[config.mk]
export PLATFORM = sky130hd
export DESIGN_NAME = regfile_wb_arbiter_flat
export DESIGN_NICKNAME = d
export VERILOG_FILES = /design/src/rtl/regfile_wb_arbiter_if.sv /design/src/rtl/regfile_wb_arbiter.sv /design/src/flat_wrapper.sv
export SDC_FILE = /design/constraint.sdc
export NUM_CORES = 1
export LEC_CHECK = 0
export ABC_AREA = 1
export CORE_MARGIN = 2
export CORE_UTILIZATION = 30
export CTS_CLUSTER_SIZE = 12
export DETAILED_ROUTE_END_ITERATION = 7
export PLACE_DENSITY = 0.57
export SLEW_MARGIN = 15
export SYNTH_ARGS = -nofsm -noshare
export SYNTH_HDL_FRONTEND = slang
export SYNTH_SLANG_ARGS = --single-unit
[constraint.sdc]
create_clock -name clk -period 2.5 [get_ports clk]
set_clock_uncertainty 0.1 [all_clocks]
set_input_delay 0.375 -clock clk [delete_from_list [all_inputs] [get_ports clk]]
set_output_delay 0.375 -clock clk [all_outputs]
set_load 0.005 [all_outputs]
[src/rtl/regfile_wb_arbiter_if.sv]
// Writeback request bundle: ALU and load return paths
// sharing the register file write port.
interface regfile_wb_arbiter_if #(
  parameter int DATA_WIDTH = 32,
  parameter int ADDR_WIDTH = 5
);
  logic                  alu_valid;
  logic                  alu_ready;
  logic [ADDR_WIDTH-1:0] alu_addr;
  logic [DATA_WIDTH-1:0] alu_data;
  logic                  mem_valid;
  logic                  mem_ready;
  logic [ADDR_WIDTH-1:0] mem_addr;
  logic [DATA_WIDTH-1:0] mem_data;

  modport master (
    output alu_valid, alu_addr, alu_data,
    output mem_valid, mem_addr, mem_data,
    input  alu_ready, mem_ready
  );

  modport slave (
    input  alu_valid, alu_addr, alu_data,
    input  mem_valid, mem_addr, mem_data,
    output alu_ready, mem_ready
  );
endinterface

[src/rtl/regfile_wb_arbiter.sv]
// Write-port arbiter with anti-starvation counter and
// per-register busy scoreboard for RAW hazard detection.
module regfile_wb_arbiter #(
  parameter int DATA_WIDTH   = 32,
  parameter int ADDR_WIDTH   = 5,
  parameter int STARVE_LIMIT = 3
) (
  input  logic                       clk,
  input  logic                       rst,
  regfile_wb_arbiter_if.slave        wb,
  input  logic                       issue_valid,
  input  logic [ADDR_WIDTH-1:0]      issue_addr,
  input  logic [ADDR_WIDTH-1:0]      read_addr1,
  input  logic [ADDR_WIDTH-1:0]      read_addr2,
  output logic                       hazard1,
  output logic                       hazard2,
  output logic                       write_enable,
  output logic [ADDR_WIDTH-1:0]      write_addr,
  output logic [DATA_WIDTH-1:0]      write_data,
  output logic [(1<<ADDR_WIDTH)-1:0] busy_mask
);
  localparam int NREG = 1 << ADDR_WIDTH;
  localparam logic [2:0] LIMIT = 3'(STARVE_LIMIT);

  logic [2:0]            starve_q, starve_d;
  logic [NREG-1:0]       busy_q, busy_d;
  logic                  we_q, we_d;
  logic [ADDR_WIDTH-1:0] waddr_q, waddr_d;
  logic [DATA_WIDTH-1:0] wdata_q, wdata_d;

  logic                  alu_win, mem_win, xfer;
  logic [ADDR_WIDTH-1:0] win_addr;
  logic [DATA_WIDTH-1:0] win_data;

  always_comb begin
    alu_win = wb.alu_valid &&
              (!wb.mem_valid || starve_q == LIMIT);
    mem_win = wb.mem_valid && !alu_win;
    wb.alu_ready = alu_win && !rst;
    wb.mem_ready = mem_win && !rst;
    xfer     = wb.alu_ready || wb.mem_ready;
    win_addr = alu_win ? wb.alu_addr : wb.mem_addr;
    win_data = alu_win ? wb.alu_data : wb.mem_data;
  end

  always_comb begin
    starve_d = '0;
    busy_d   = busy_q;
    we_d     = 1'b0;
    waddr_d  = waddr_q;
    wdata_d  = wdata_q;
    if (wb.alu_valid && !wb.alu_ready)
      starve_d = (starve_q >= LIMIT) ? LIMIT : starve_q + 3'd1;
    if (xfer) begin
      we_d     = (win_addr != '0);
      waddr_d  = win_addr;
      wdata_d  = win_data;
      busy_d[win_addr] = 1'b0;
    end
    // Issue applied last so a same-address set beats the clear
    if (issue_valid && issue_addr != '0)
      busy_d[issue_addr] = 1'b1;
  end

  always_ff @(posedge clk) begin
    if (rst) begin
      starve_q <= '0;
      busy_q   <= '0;
      we_q     <= 1'b0;
      waddr_q  <= '0;
      wdata_q  <= '0;
    end else begin
      starve_q <= starve_d;
      busy_q   <= busy_d;
      we_q     <= we_d;
      waddr_q  <= waddr_d;
      wdata_q  <= wdata_d;
    end
  end

  assign hazard1      = busy_q[read_addr1];
  assign hazard2      = busy_q[read_addr2];
  assign write_enable = we_q;
  assign write_addr   = waddr_q;
  assign write_data   = wdata_q;
  assign busy_mask    = busy_q;
endmodule

[src/flat_wrapper.sv]
// flat-port wrapper written by rule: the top's interface ports become plain ports
module regfile_wb_arbiter_flat 
#(
  parameter int DATA_WIDTH   = 32,
  parameter int ADDR_WIDTH   = 5,
  parameter int STARVE_LIMIT = 3
)
  (clk, rst, issue_valid, issue_addr, read_addr1, read_addr2, hazard1, hazard2, write_enable, write_addr, write_data, busy_mask, wb_alu_valid, wb_alu_addr, wb_alu_data, wb_mem_valid, wb_mem_addr, wb_mem_data, wb_alu_ready, wb_mem_ready);
  regfile_wb_arbiter_if #(.DATA_WIDTH(DATA_WIDTH), .ADDR_WIDTH(ADDR_WIDTH)) wb_i ();
  input  logic clk;
  input  logic rst;
  input  logic issue_valid;
  input  logic [ADDR_WIDTH-1:0] issue_addr;
  input  logic [ADDR_WIDTH-1:0] read_addr1;
  input  logic [ADDR_WIDTH-1:0] read_addr2;
  output logic hazard1;
  output logic hazard2;
  output logic write_enable;
  output logic [ADDR_WIDTH-1:0] write_addr;
  output logic [DATA_WIDTH-1:0] write_data;
  output logic [(1<<ADDR_WIDTH)-1:0] busy_mask;
  input wire logic [$bits(wb_i.alu_valid)-1:0] wb_alu_valid;
  input wire logic [$bits(wb_i.alu_addr)-1:0] wb_alu_addr;
  input wire logic [$bits(wb_i.alu_data)-1:0] wb_alu_data;
  input wire logic [$bits(wb_i.mem_valid)-1:0] wb_mem_valid;
  input wire logic [$bits(wb_i.mem_addr)-1:0] wb_mem_addr;
  input wire logic [$bits(wb_i.mem_data)-1:0] wb_mem_data;
  output wire logic [$bits(wb_i.alu_ready)-1:0] wb_alu_ready;
  output wire logic [$bits(wb_i.mem_ready)-1:0] wb_mem_ready;
  assign wb_i.alu_valid = wb_alu_valid;
  assign wb_i.alu_addr = wb_alu_addr;
  assign wb_i.alu_data = wb_alu_data;
  assign wb_i.mem_valid = wb_mem_valid;
  assign wb_i.mem_addr = wb_mem_addr;
  assign wb_i.mem_data = wb_mem_data;
  assign wb_alu_ready = wb_i.alu_ready;
  assign wb_mem_ready = wb_i.mem_ready;
  regfile_wb_arbiter #(.DATA_WIDTH(DATA_WIDTH), .ADDR_WIDTH(ADDR_WIDTH), .STARVE_LIMIT(STARVE_LIMIT)) u_core (.clk(clk), .rst(rst), .wb(wb_i), .issue_valid(issue_valid), .issue_addr(issue_addr), .read_addr1(read_addr1), .read_addr2(read_addr2), .hazard1(hazard1), .hazard2(hazard2), .write_enable(write_enable), .write_addr(write_addr), .write_data(write_data), .busy_mask(busy_mask));
endmodule
==> metrics, run 1 <==
vias in the first global route 4,682; Clock Path Buffers 2; portion of total power attributed to the clock network 0.408; Post-Syn Nets 743; FFs w/ async S/R, synth 0; delay of the slowest critical-path stage just over 0.5 ns; height of the chip around 120 µm; floorplan die width around 120 µm; post-layout min period 2.37 ns; sequential cell area fraction in the yosys report 0.347; post-route fraction of the period consumed by the critical path 0.948; outcome finished clean; PnR Total Power 3.25 mW; net switching fraction of the power 0.252; I/O pin total between 150 and 200; number of cells produced by synthesis 647; Placer Congestion roughly 0.89; Worst EP arrival 1.90 ns; die area ~0.015 mm²; Antenna Violating Nets Remaining 0; Slowest cell on crit path clkdlybuf4s50_1; required time at the endpoint of the critical path 2.03 ns; final design utilization 0.470; internal power 2.43 mW; total number of vias 4,830; overflow left after global routing 0; area of the placeable core 0.0138 mm²; combinational share of power 0.206; mean instance size in the synthesized netlist 6.51 µm²; global-route wire length before repair 23,100 µm; power per cell area 502 mW/mm²; initial antenna violation count 0; final number of max-transition violations 0; setup violators final 0; leading cell type in the layout, fill and taps excluded nand2_1; Inserted Clock Buffers 9; non-filler cells, final 1,003; buffer and inverter count on the worst path 3; final-layout setup total negative slack 0 ns; number of clock sinks 73; number of nets in the finished design 914; number of cells after detailed placement 985; category of cells accounting for the largest share of critical-path delay buffers and inverters; fraction of layout instances using a drive strength above 1 0.0911; most used flip-flop cell after synthesis dfxtp_1; count of flip-flops with a built-in enable after synthesis 0; ant diodes 0; largest fanout on the critical path 5; mapped cell area roughly 0.0042 mm²; DR pass1 iterations 7; Fin. Hold Viols 0; setup repair after global routing missed its margin false; H-tree levels 3; overall global routing resource usage 0.197; Worst slew margin 0.567; ratio of routed vias to standard cells 4.82; cell breakdown of the critical path clkdlybuf4s50_1 -> inv_2 -> nand3_1 -> nand2_1 -> nand2_1 -> nand3_1 -> and2_1 -> clkdlybuf4s50_1; count of distinct cell types in the synthesized netlist 33; Critical Path Sink Type output pin; final-layout fill cell count 1,471; Worst-path clk slew 0.05 ns; worst voltage drop across the vdd grid 0.000355 V; P_leak 2.80 nW; maximum clock rate 422 MHz; worst-margin pin slew 0.649 ns; Site Rows 43; largest net degree at the start of global routing 51; fraction of power consumed by sequential logic 0.386; leading cell types in the layout, fill and taps excluded nand2_1, clkdlybuf4s50_1, nand3_1; clock latency on the worst-skew pair 0.34 ns; number of design rule violations left after detail routing 0; critical path class input port to output pin; path class of the lowest-slack min-delay path flop to flop; wire per inst 14.3 µm; TritonCTS clock tree done; clock tree root driver cell clkbuf_16; number of synthesis warnings 0; max-cap viol count 0; net switching power 822 µW; area growth from synthesis to layout 53.9%; Initial Utilization 0.306; placed wire-length estimate 11,100 µm; synthesis-stage register bit count 73; Routed WL ~14,000 µm; drt first-iter violations 304; Worst Setup Start Kind input port; # port buffers around 170
-- flip-flops by register name, summed over array words and instances, names as in the netlist --
name	cells
u_core.busy_mask	32
u_core.write_data	32
u_core.write_addr	5
u_core.starve_q	3
u_core.write_enable	1
-- cells in the mapped netlist, drive strengths merged (3+ instances only) --
master / n / area (µm²)
nand3: 90 / 455
nand4: 3 / 18.8
nor2: 16 / 109
a21oi: 37 / 196
inv: 76 / 288
and2: 3 / 21.3
dfxtp: 73 / 1460
buf: 25 / 190
nor4: 5 / 50.1
o211ai: 36 / 270
o21ai: 5 / 28.8
nand2: 266 / 1050
clkbuf: 6 / 22.5
-- metal layers --
| layer | GRT usage | up-vias | part of all wire |
|---|---|---|---|
| li1 | - | 2426 | - |
| met1 | 0.241 | 2209 | 0.42 |
| met2 | 0.324 | 177 | 0.47 |
| met3 | 0.0669 | 18 | 0.087 |
| met4 | 0.0668 | 0 | 0.014 |
| met5 | 0 | - | 0 |
-- worst min-delay path: stages, from the launching register on --
cell,delay [ns]
dfxtp_1,0.31
nand2_1,0.07
a21oi_1,0.06
-- repair_timing --
action,4_1_cts,5_1_grt
cloned,2,0
setup endpoints to repair,3,3
setup buffers,0,0
gates resized for setup,7,7
pin swaps,0,0
hold buffers,0,0
-- final timing paths --
check                                     startpoint                    to  slack [ns]  depth (start not counted)
worst min register to register  u_core.write_addr[0]  u_core.write_addr[0]        0.39                          2
worst max-delay path                   read_addr2[2]               hazard2        0.13                          8
worst min-delay path            u_core.write_addr[0]  u_core.write_addr[0]        0.39                          2
worst max register to register    u_core.starve_q[0]  u_core.busy_mask[28]        0.28                         13
-- through the flow --
| step | instance area (µm²) | setup slack, ns | hold slack (ns) |
|---|---|---|---|
| after CTS | 6480 | 0.0443 | 0.379 |
| after global routing | 6480 | 0.0167 | 0.423 |
| after detailed placement | 6130 | -0.126 | 0.363 |
| final | 6480 | 0.129 | 0.389 |
| after floorplan | 4210 | 0.724 | 0.350 |
| after global placement | 6130 | -0.0970 | 0.358 |
-- kinds of logic after synthesis --
family,count (synthesis),share of synthesized area
buffers and inverters,107,0.119
DFF,73,0.347
and+or+nand+nor,387,0.410
adders and majority gates,2,0.00594
AOI/OAI and AO/OA,78,0.118
-- power by group through the flow --
stage / logic (mW) / clock network (mW) / registers [mW]
finish: 0.672 / 1.33 / 1.26
global placement: 0.664 / 0 / 1.28
global route: 0.737 / 1.41 / 1.26
floorplan: 0.303 / 0 / 1.28
CTS: 0.677 / 1.36 / 1.26
detailed placement: 0.668 / 0 / 1.28
-- area by class of cell --
class / count / area [µm²] / area share
inverter: 76 / 288 / 0.0444
timing repair buffer: 191 / 1950 / 0.301
clock buffer: 14 / 274 / 0.0423
multi-input combinational: 467 / 2250 / 0.347
sequential: 73 / 1460 / 0.226
clock inverter: 2 / 35.0 / 0.00541
tap: 180 / 225 / 0.0348
(Power assumes the default switching activity.)
==> run 2: changes to the inputs <==
GPL_TIMING_DRIVEN = 0   (was unset)
==> run 2 against run 1 <==
  * Core utilization fell by 0.89 points
  * Sequential power about the same
  * Register-to-register slack better by 0.08 ns
  * Maximum frequency grew 1.3%
  * Sequential share of layout area up 0.44 points
  * Largest power group unchanged
  * Non-clock buffer count grew 1
  * Count of clock-buffer cells in the layout is the same
  * Setup slack improved by 0.030 ns
  * First-iteration DRC count down 3.9%
  * Final area shrank 1.9%
==> metrics, run 2 (synthesis results as in run 1) <==
global-route wire length before repair 23,700 µm; Critical Path Sink Type output pin; number of design rule violations left after detail routing 0; largest net degree at the start of global routing 20; Site Rows 43; overall global routing resource usage 0.201; leading cell type in the layout, fill and taps excluded nand2_1; Routed WL 15,000 µm; setup violators final 0; worst setup margin between 0.15 and 0.2 ns; path class of the lowest-slack min-delay path input port to flop; ant diodes 0; Inserted Clock Buffers 9; required time at the endpoint of the critical path just over 2 ns; Initial Utilization 0.306; Antenna Violating Nets Remaining 0; die area 0.0150 mm²; post-placement setup slack -0.0999 ns; hold slack final 0.268 ns; leading cell types in the layout, fill and taps excluded nand2_1, clkdlybuf4s50_1, nand3_1; critical path class flop to output pin; largest fanout on the critical path 10; TritonCTS clock tree done; worst-margin pin slew 0.845 ns; fraction of layout instances using a drive strength above 1 0.0934; area of the placeable core 0.0138 mm²; area growth from synthesis to layout 51.0%; max-cap viol count 0; post-layout min period 2.34 ns; initial antenna violation count 0; drt first-iter violations approximately 290; H-tree levels 3; I/O pin total around 170; outcome finished clean; maximum clock rate 427 MHz; DR pass1 iterations 5; total number of vias 4,808; number of nets in the finished design 915; P_leak 2.73 nW; power per cell area 510 mW/mm²; clock latency on the worst-skew pair 0.33 ns; Worst EP arrival 1.87 ns; clock tree root driver cell clkbuf_16; floorplan die width 122 µm; wire per inst roughly 15 µm; vias in the first global route 4,592; number of buffers inserted for hold repair after clock tree synthesis 0; setup repair after global routing missed its margin false; Worst slew margin 0.435; Clock Path Buffers 2; worst voltage drop across the vdd grid between 0.0003 and 0.0004 V; Worst-path clk slew about 0.060 ns; final instance area 0.00636 mm²; placed wire-length estimate 11,900 µm; number of clock sinks 73; Worst Setup Start Kind flop; overflow left after global routing 0; # port buffers 161; height of the chip 122 µm; final-layout fill cell count between 1,000 and 1,500; final number of max-transition violations 0; Fin. Hold Viols 0; post-route fraction of the period consumed by the critical path 0.936; ratio of routed vias to standard cells 4.79; Placed Instance Area 0.00605 mm²; Placer Congestion 0.862
-- run 2: cell count changes in the layout (fill, tap and decap cells not counted), moves of 3 or more --
cell / delta
buf_4: -7
clkbuf_1: +6
dlygate4sd2_1: -3
buf_6: +5
buf_12: -6
clkdlybuf4s50_1: -3
buf_2: +9
-- run 2: metrics by stage --
step / setup TNS [ns] / utilization / power, mW / std cells
2_1_floorplan: 0 / - / 1.58 / 647
3_3_place_gp: -0.192 / 0.439 / 1.93 / 988
3_5_place_dp: -0.170 / 0.439 / 1.94 / 988
4_1_cts: 0 / 0.461 / 3.28 / 1004
5_1_grt: 0 / 0.461 / 3.39 / 1004
6_report: 0 / 0.461 / 3.24 / 1004
-- run 2: final timing paths --
kind,from,endpoint,slack [ns],cells after the start
setup / recovery,u_core.starve_q[0],wb_mem_ready,0.16,9
hold / removal,rst,u_core.busy_mask[5],0.27,2
setup reg to reg,u_core.starve_q[0],u_core.busy_mask[17],0.36,11
hold reg to reg,u_core.write_addr[0],u_core.write_addr[0],0.37,2
-- run 2: worst max-delay path, cell delays in order (launching register included) --
cell,delay [ns]
dfxtp_1,0.32
ha_1,0.20
ha_1,0.19
inv_2,0.08
nand2_4,0.07
nand2_8,0.09
inv_2,0.07
buf_2,0.20
nor3_1,0.14
clkbuf_2,0.16
-- run 2: per-layer routing --
layer / wire length, µm / vias up / share of wire / track usage
met4: 289 / 0 / 0.019 / 0.0682
li1: - / 2435 / - / -
met3: 1470 / 22 / 0.098 / 0.0702
met5: 0 / - / 0 / 0
met1: 6220 / 2175 / 0.42 / 0.241
met2: 6970 / 176 / 0.47 / 0.334
-- run 2: what timing repair did --
item                                    CTS  global route
pin swaps                                 0             0
endpoints found under the hold margin     0             0
buffers inserted                          1             0
endpoints found under the setup margin    3             3
gates cloned                              0             0
resized for setup                         3             7
-- run 2: cell type report --
class / instances / area [µm²] / share of cell area
Tap cell: 180 / 225 / 0.0354
Timing Repair Buffer: 162 / 1620 / 0.255
Clock inverter: 2 / 35.0 / 0.00551
Multi-Input combinational cell: 467 / 2250 / 0.354
Clock buffer: 14 / 274 / 0.0431
Sequential cell: 73 / 1460 / 0.230
Inverter: 76 / 288 / 0.0453
Buffer: 30 / 208 / 0.0327
-- run 2: report_power, final --
part	leakage [nW]	switching (mW)	internal [mW]	total [mW]
clock	0.153	0.476	0.854	1.33
combinational	1.98	0.314	0.341	0.655
sequential	0.598	0.0357	1.22	1.26
total	2.73	0.826	2.41	3.24
==> RTL edit 1: new RTL, config.mk and constraints of run 2 <==
Make the reset (`rst`) asynchronous in one clocked block.
--- a/src/rtl/regfile_wb_arbiter.sv
+++ b/src/rtl/regfile_wb_arbiter.sv
@@ -63,5 +63,5 @@
   end
 
-  always_ff @(posedge clk) begin
+  always_ff @(posedge clk or posedge rst) begin
     if (rst) begin
       starve_q <= '0;
Formal check against the unedited RTL: differs if rst is asserted again (counterexample within 4 cycles, from zero or initial values and one cycle with rst high); with rst held inactive, the same outputs for 10 cycles.
==> RTL edit 1 against run 2 <==
- synthesized area rose by 1.2%
- sequential cell count did not move
- register-to-register slack improved by 0.02 ns
- wire length rose by 1.2%
- count of clock-buffer cells in the layout fell by 2
- worst setup slack got worse by 0.080 ns
- design area rose by 2.3%
- global-route usage rose by 0.40 points
- via count fell by 2.2%
- critical path depth did not move
- largest cell class unchanged
- highest routed layer unchanged
Power is not compared: it rests on default switching activity, and its combinational part moved more than twofold at a synthesized area within 25%.
==> RTL edit 1: results (changes against run 2) <==
Outcome
  • Run status: finished clean (unchanged)

Worst setup path
  • Slowest stage delay, CP: 0.52 ns (was 0.32 ns)
  • Reg2Reg Capture Point: u_core.busy_mask[11] (was u_core.busy_mask[17])
  • Worst reg-to-reg path cell count: 12 (was 11)
  • Cell with the largest stage delay on the worst path: sky130_fd_sc_hd__clkdlybuf4s50_1 (was sky130_fd_sc_hd__dfxtp_1)
  • Startpoint of the worst register-to-register path: u_core.starve_q[0] (unchanged)
  • Data arrival time at the worst-slack endpoint: 1.95 ns (was 1.87 ns)
  • Largest driver fanout on the critical path: 5 (was 10)
  • Worst reg2reg setup slack: 0.38 ns (was 0.36 ns)

Place
  • Detailed placer's ending HPWL: 12200 um (was 11900 um)
  • Final weighted congestion in routability-driven placement: 0.849 (was 0.862)
  • Post-Place Cell Area: 6150 sq um (was 6050 sq um)
  • Number of input and output port buffers inserted: 162 (was 161)

Timing
  • Slew at the pin closest to its max-slew limit: 1.07 ns (was 0.845 ns)

GRT
  • Global-route usage over all layers: 0.205 (was 0.201)
  • Wire length of the first global-routing pass: 24000 um (was 23700 um)
  • Pin count of the biggest net entering global routing: 36 (was 20)
  • Number of global-route vias before repair: 4784 (was 4592)

Synthesis
  • Net count after synthesis: 708 (was 743)
  • Register area share after synthesis: 0.429 (was 0.347)
  • Predominant post-synthesis flop cell: sky130_fd_sc_hd__dfrtp_1 (was sky130_fd_sc_hd__dfxtp_1)
  • Most used standard cells in the synthesized netlist: sky130_fd_sc_hd__nand2_1 (261), sky130_fd_sc_hd__nand3_1 (88), sky130_fd_sc_hd__dfrtp_1 (73) (was sky130_fd_sc_hd__nand2_1 (256), sky130_fd_sc_hd__nand3_1 (89), sky130_fd_sc_hd__dfxtp_1 (73))
  • Number of different library cells in the post-synthesis netlist: 24 (was 33)
  • Share of async-settable or async-resettable flops after synthesis: 1.00 (was 0)
  • Netlist Area Pre-Place: 4260 sq um (was 4210 sq um)
  • Ranking of synthesized cells by area: sky130_fd_sc_hd__dfrtp_1 (43%), sky130_fd_sc_hd__nand2_1 (23%), sky130_fd_sc_hd__nand3_1 (10%) (was sky130_fd_sc_hd__dfxtp_1 (35%), sky130_fd_sc_hd__nand2_1 (23%), sky130_fd_sc_hd__nand3_1 (11%))

Drt
  • Initial DRT Pass Iterations: 4 (was 5)
  • Wire length after detailed routing: 15100 um (was 15000 um)
  • Detailed Route Iter0 Violations: 307 (was 292)
  • Via count of the routed design: 4700 (was 4808)

Finish
  • Share of post-route cells with drive strength above 1: 0.0970 (was 0.0934)
  • Post-layout net count: 886 (was 915)
  • Number of filler instances in the final layout: 1414 (was 1480)
  • Number of diodes: 0 (unchanged)

Min path
  • Hold Path Class: input port to async pin (was input port to flip-flop)
==> RTL edit 1: cell types whose count changed after synthesis, moves of 33 or more <==
cell	change
sky130_fd_sc_hd__a21oi_1	-33
sky130_fd_sc_hd__inv_1	-42
sky130_fd_sc_hd__dfrtp_1	+73
sky130_fd_sc_hd__dfxtp_1	-73
sky130_fd_sc_hd__o211ai_1	-36
sky130_fd_sc_hd__nor2_1	+34
==> RTL edit 1: per-stage QoR <==
step	setup TNS [ns]	setup slack, ns	utilization	cells	hold WS (ns)
after floorplan	0	0.00624	-	612	0.346
after detailed placement	-0.696	-0.128	0.443	956	0.374
after global placement	-86.88	-1.30	0.440	954	0.364
final	0	0.0795	0.469	974	0.283
after CTS	0	0.0255	0.464	970	0.213
after global routing	0	0.00918	0.469	974	0.288
==> RTL edit 1: metal layers <==
metal / global-route usage / part of all wire
met5: 0 / 0
met4: 0.0810 / 0.021
met3: 0.0590 / 0.091
met2: 0.363 / 0.49
met1: 0.231 / 0.40
==> RTL edit 1: logic make-up (layout without fill, tap and decap cells) <==
| family | count (synthesis) | count (layout) | share of synthesized area |
|---|---|---|---|
| flip-flops | 73 | 73 | 0.429 |
| adder cells (fa/ha/maj) | 2 | 2 | 0.00588 |
| AO/OA/AOI/OAI | 48 | 48 | 0.0685 |
| AND/OR/NAND/NOR | 428 | 428 | 0.430 |
| buffers and inverters | 61 | 243 | 0.0667 |
==> RTL edit 1: what timing repair did <==
item,4_1_cts,5_1_grt
cloned,0,1
resized for setup,3,6
endpoints found under the setup margin,1,3
buffers inserted,0,3
==> RTL edit 1: area by class of cell <==
type / count / share of cell area
buffer: 28 / 0.0258
inverter: 32 / 0.0200
sequential: 73 / 0.281
clock buffer: 12 / 0.0394
timing repair buffer: 168 / 0.263
multi-input combinational: 478 / 0.330
clock inverter: 3 / 0.00616
tap: 180 / 0.0346
==> RTL edit 1: tightest hold or removal path, cell delays in order <==
cell                              delay [ns]
sky130_fd_sc_hd__clkdlybuf4s50_1        0.44
sky130_fd_sc_hd__clkinvlp_4             0.11
sky130_fd_sc_hd__buf_4                  0.11
==> RTL edit 1: where the power goes <==
part,switching [W],internal [W]
Combinational,0.000639,0.000823
Sequential,0.000271,0.00144
Clock,0.000474,0.000818
==> RTL edit 1: how the worst max path moves through the flow <==
stage	start	to	slack, ns	cells after the start
2_1_floorplan	rst	u_core.write_addr[2]	0.006	6
3_3_place_gp	rst	wb_mem_ready	-1.30	5
3_5_place_dp	wb_mem_valid	wb_mem_ready	-0.13	6
4_1_cts	read_addr2[2]	hazard2	0.03	9
5_1_grt	read_addr1[2]	hazard1	0.009	9
6_report	read_addr1[2]	hazard1	0.08	9
==> RTL edit 2: new RTL, settings of run 2 <==
Made on the original files. `ADDR_WIDTH` is set to 5 in 3 places; all go to 4.
--- a/src/rtl/regfile_wb_arbiter_if.sv
+++ b/src/rtl/regfile_wb_arbiter_if.sv
@@ -3,5 +3,5 @@
 interface regfile_wb_arbiter_if #(
   parameter int DATA_WIDTH = 32,
-  parameter int ADDR_WIDTH = 5
+  parameter int ADDR_WIDTH = 4
 );
   logic                  alu_valid;
--- a/src/rtl/regfile_wb_arbiter.sv
+++ b/src/rtl/regfile_wb_arbiter.sv
@@ -3,5 +3,5 @@
 module regfile_wb_arbiter #(
   parameter int DATA_WIDTH   = 32,
-  parameter int ADDR_WIDTH   = 5,
+  parameter int ADDR_WIDTH   = 4,
   parameter int STARVE_LIMIT = 3
 ) (
--- a/src/flat_wrapper.sv
+++ b/src/flat_wrapper.sv
@@ -3,5 +3,5 @@
 #(
   parameter int DATA_WIDTH   = 32,
-  parameter int ADDR_WIDTH   = 5,
+  parameter int ADDR_WIDTH   = 4,
   parameter int STARVE_LIMIT = 3
 )
Interface: changed (7 resized); port bits go from 168 to 146. No check against the original RTL was run, so the function may have changed too.
==> RTL edit 2 against run 2 <==
- power is 37% lower
- sequential power is 23% lower
- combinational power shrank 17%
- core utilization is 2.3 points higher
- wire length fell by 33%
- design area decreased by 25%
- synthesized area decreased by 28%
- worst setup slack better by 0.0014 ns
- sequential cell count decreased by 17
- largest cell class is now buffers
- largest power group is now registers
- highest routed layer unchanged
==> RTL edit 2: results (changes against run 2) <==
Synthesis
  • Net count after synthesis: 543 (was 743)
  • Register area share after synthesis: 0.370 (was 0.347)
  • Number of different library cells in the post-synthesis netlist: 23 (was 33)
  • Most used standard cells in the synthesized netlist: sky130_fd_sc_hd__nand2_1 (135), sky130_fd_sc_hd__inv_1 (70), sky130_fd_sc_hd__dfxtp_1 (56) (was sky130_fd_sc_hd__nand2_1 (256), sky130_fd_sc_hd__nand3_1 (89), sky130_fd_sc_hd__dfxtp_1 (73))
  • Ranking of synthesized cells by area: sky130_fd_sc_hd__dfxtp_1 (37%), sky130_fd_sc_hd__nand2_1 (17%), sky130_fd_sc_hd__o211ai_1 (11%) (was sky130_fd_sc_hd__dfxtp_1 (35%), sky130_fd_sc_hd__nand2_1 (23%), sky130_fd_sc_hd__nand3_1 (11%))

Drt
  • Initial DRT Pass Iterations: 4 (was 5)
  • Routed length per placed instance: 13.7 um (was 14.9 um)
  • Detailed Route Iter0 Violations: 95 (was 292)
  • Via count of the routed design: 3401 (was 4808)

Place
  • Pre-CTS WS: -0.102 ns (was -0.0999 ns)
  • Final weighted congestion in routability-driven placement: 0.788 (was 0.862)
  • Number of input and output port buffers inserted: 140 (was 161)
  • Detailed placer's ending HPWL: 7880 um (was 11900 um)

CTS
  • Clock Root Buffer: sky130_fd_sc_hd__clkbuf_8 (was sky130_fd_sc_hd__clkbuf_16)
  • Htree depth: 2 (was 3)
  • Inserted Clock Buffers: 5 (was 9)
  • Clock transition at the registers of the reported paths: 0.11 ns (was 0.06 ns)

Finish
  • Number of filler instances in the final layout: 1004 (was 1480)
  • Share of post-route cells with drive strength above 1: 0.0697 (was 0.0934)
  • Post-layout net count: 693 (was 915)

Worst setup path
  • Slowest stage delay, CP: 0.34 ns (was 0.32 ns)
  • Cell with the largest stage delay on the worst path: sky130_fd_sc_hd__dfxtp_2 (was sky130_fd_sc_hd__dfxtp_1)

Min path
  • Hold Crit Start: u_core.busy_mask[7] (was rst)
  • Hold Path Class: flip-flop to flip-flop (was input port to flip-flop)

Power
  • Worst ir drop on vdd: 0.208 mV (was 0.366 mV)
  • Leakage power total: 2.16 nW (was 2.73 nW)

Outcome
  • Run status: finished clean (unchanged)

Timing
  • Slew at the pin closest to its max-slew limit: 0.502 ns (was 0.845 ns)

GRT
  • Global-route usage over all layers: 0.186 (was 0.201)
  • Wire length of the first global-routing pass: 16500 um (was 23700 um)
-- RTL edit 2: path summary, 6_finish.rpt --
kind,endpoint,slack [ns],cells past startpoint
setup / recovery,wb_mem_ready,0.16,7
hold reg to reg,u_core.busy_mask[7],0.39,2
setup reg to reg,u_core.busy_mask[1],0.32,12
hold / removal,u_core.busy_mask[7],0.39,2
-- RTL edit 2: metal layers --
layer,global-route usage,up-vias,wire length [um]
li1,-,1761,-
met1,0.222,1523,4440
met2,0.322,104,4720
met3,0.0476,13,688
met4,0.0656,0,195
met5,0,-,0
-- RTL edit 2: area by class of cell --
type / instances / share of cell area
well taps: 133 / 0.0351
flip-flops and latches: 56 / 0.237
clock inverters: 3 / 0.00475
multi-input cells: 296 / 0.314
plain buffers: 26 / 0.0346
clock buffers: 5 / 0.0145
inverters: 73 / 0.0578
repair buffers: 144 / 0.302
-- RTL edit 2: kinds of logic (layout without fill, tap and decap cells) --
group | Yosys count | count (layout) | share of synthesized area
AOI/OAI and AO/OA | 89 | 89 | 0.193
and+or+nand+nor | 205 | 205 | 0.286
adders and majority gates | 2 | 2 | 0.00827
buffers and inverters | 100 | 251 | 0.143
DFF | 56 | 56 | 0.370
-- RTL edit 2: power breakdown --
| group | switching, W | internal [W] |
|---|---|---|
| sequential | 0.0000294 | 0.000945 |
| clock | 0.000321 | 0.000202 |
| combinational | 0.000236 | 0.000308 |
-- RTL edit 2: per-stage QoR --
stage | cell area (sq um) | setup TNS [ns] | instances
3_3_place_gp | 4590 | -0.0991 | 725
5_1_grt | 4740 | 0 | 736
4_1_cts | 4700 | 0 | 732
3_5_place_dp | 4590 | -0.106 | 725
6_report | 4740 | 0 | 736
2_1_floorplan | 3030 | 0 | 452
-- RTL edit 2: worst reg2reg max path: cells and delay by family, from the launching register on --
kind | cells | cell delay, ns
DFF | 1 | 0.34
and+or+nand+nor | 5 | 0.54
AOI/OAI and AO/OA | 2 | 0.29
adders and majority gates | 2 | 0.37
buffers and inverters | 3 | 0.44
-- RTL edit 2: repair_timing --
item / 4_1_cts / 5_1_grt
buffers inserted: 0 / 4
resized for setup: 7 / 2
endpoints found under the setup margin: 2 / 2
cloned: 0 / 0
hold buffers: 0 / 0
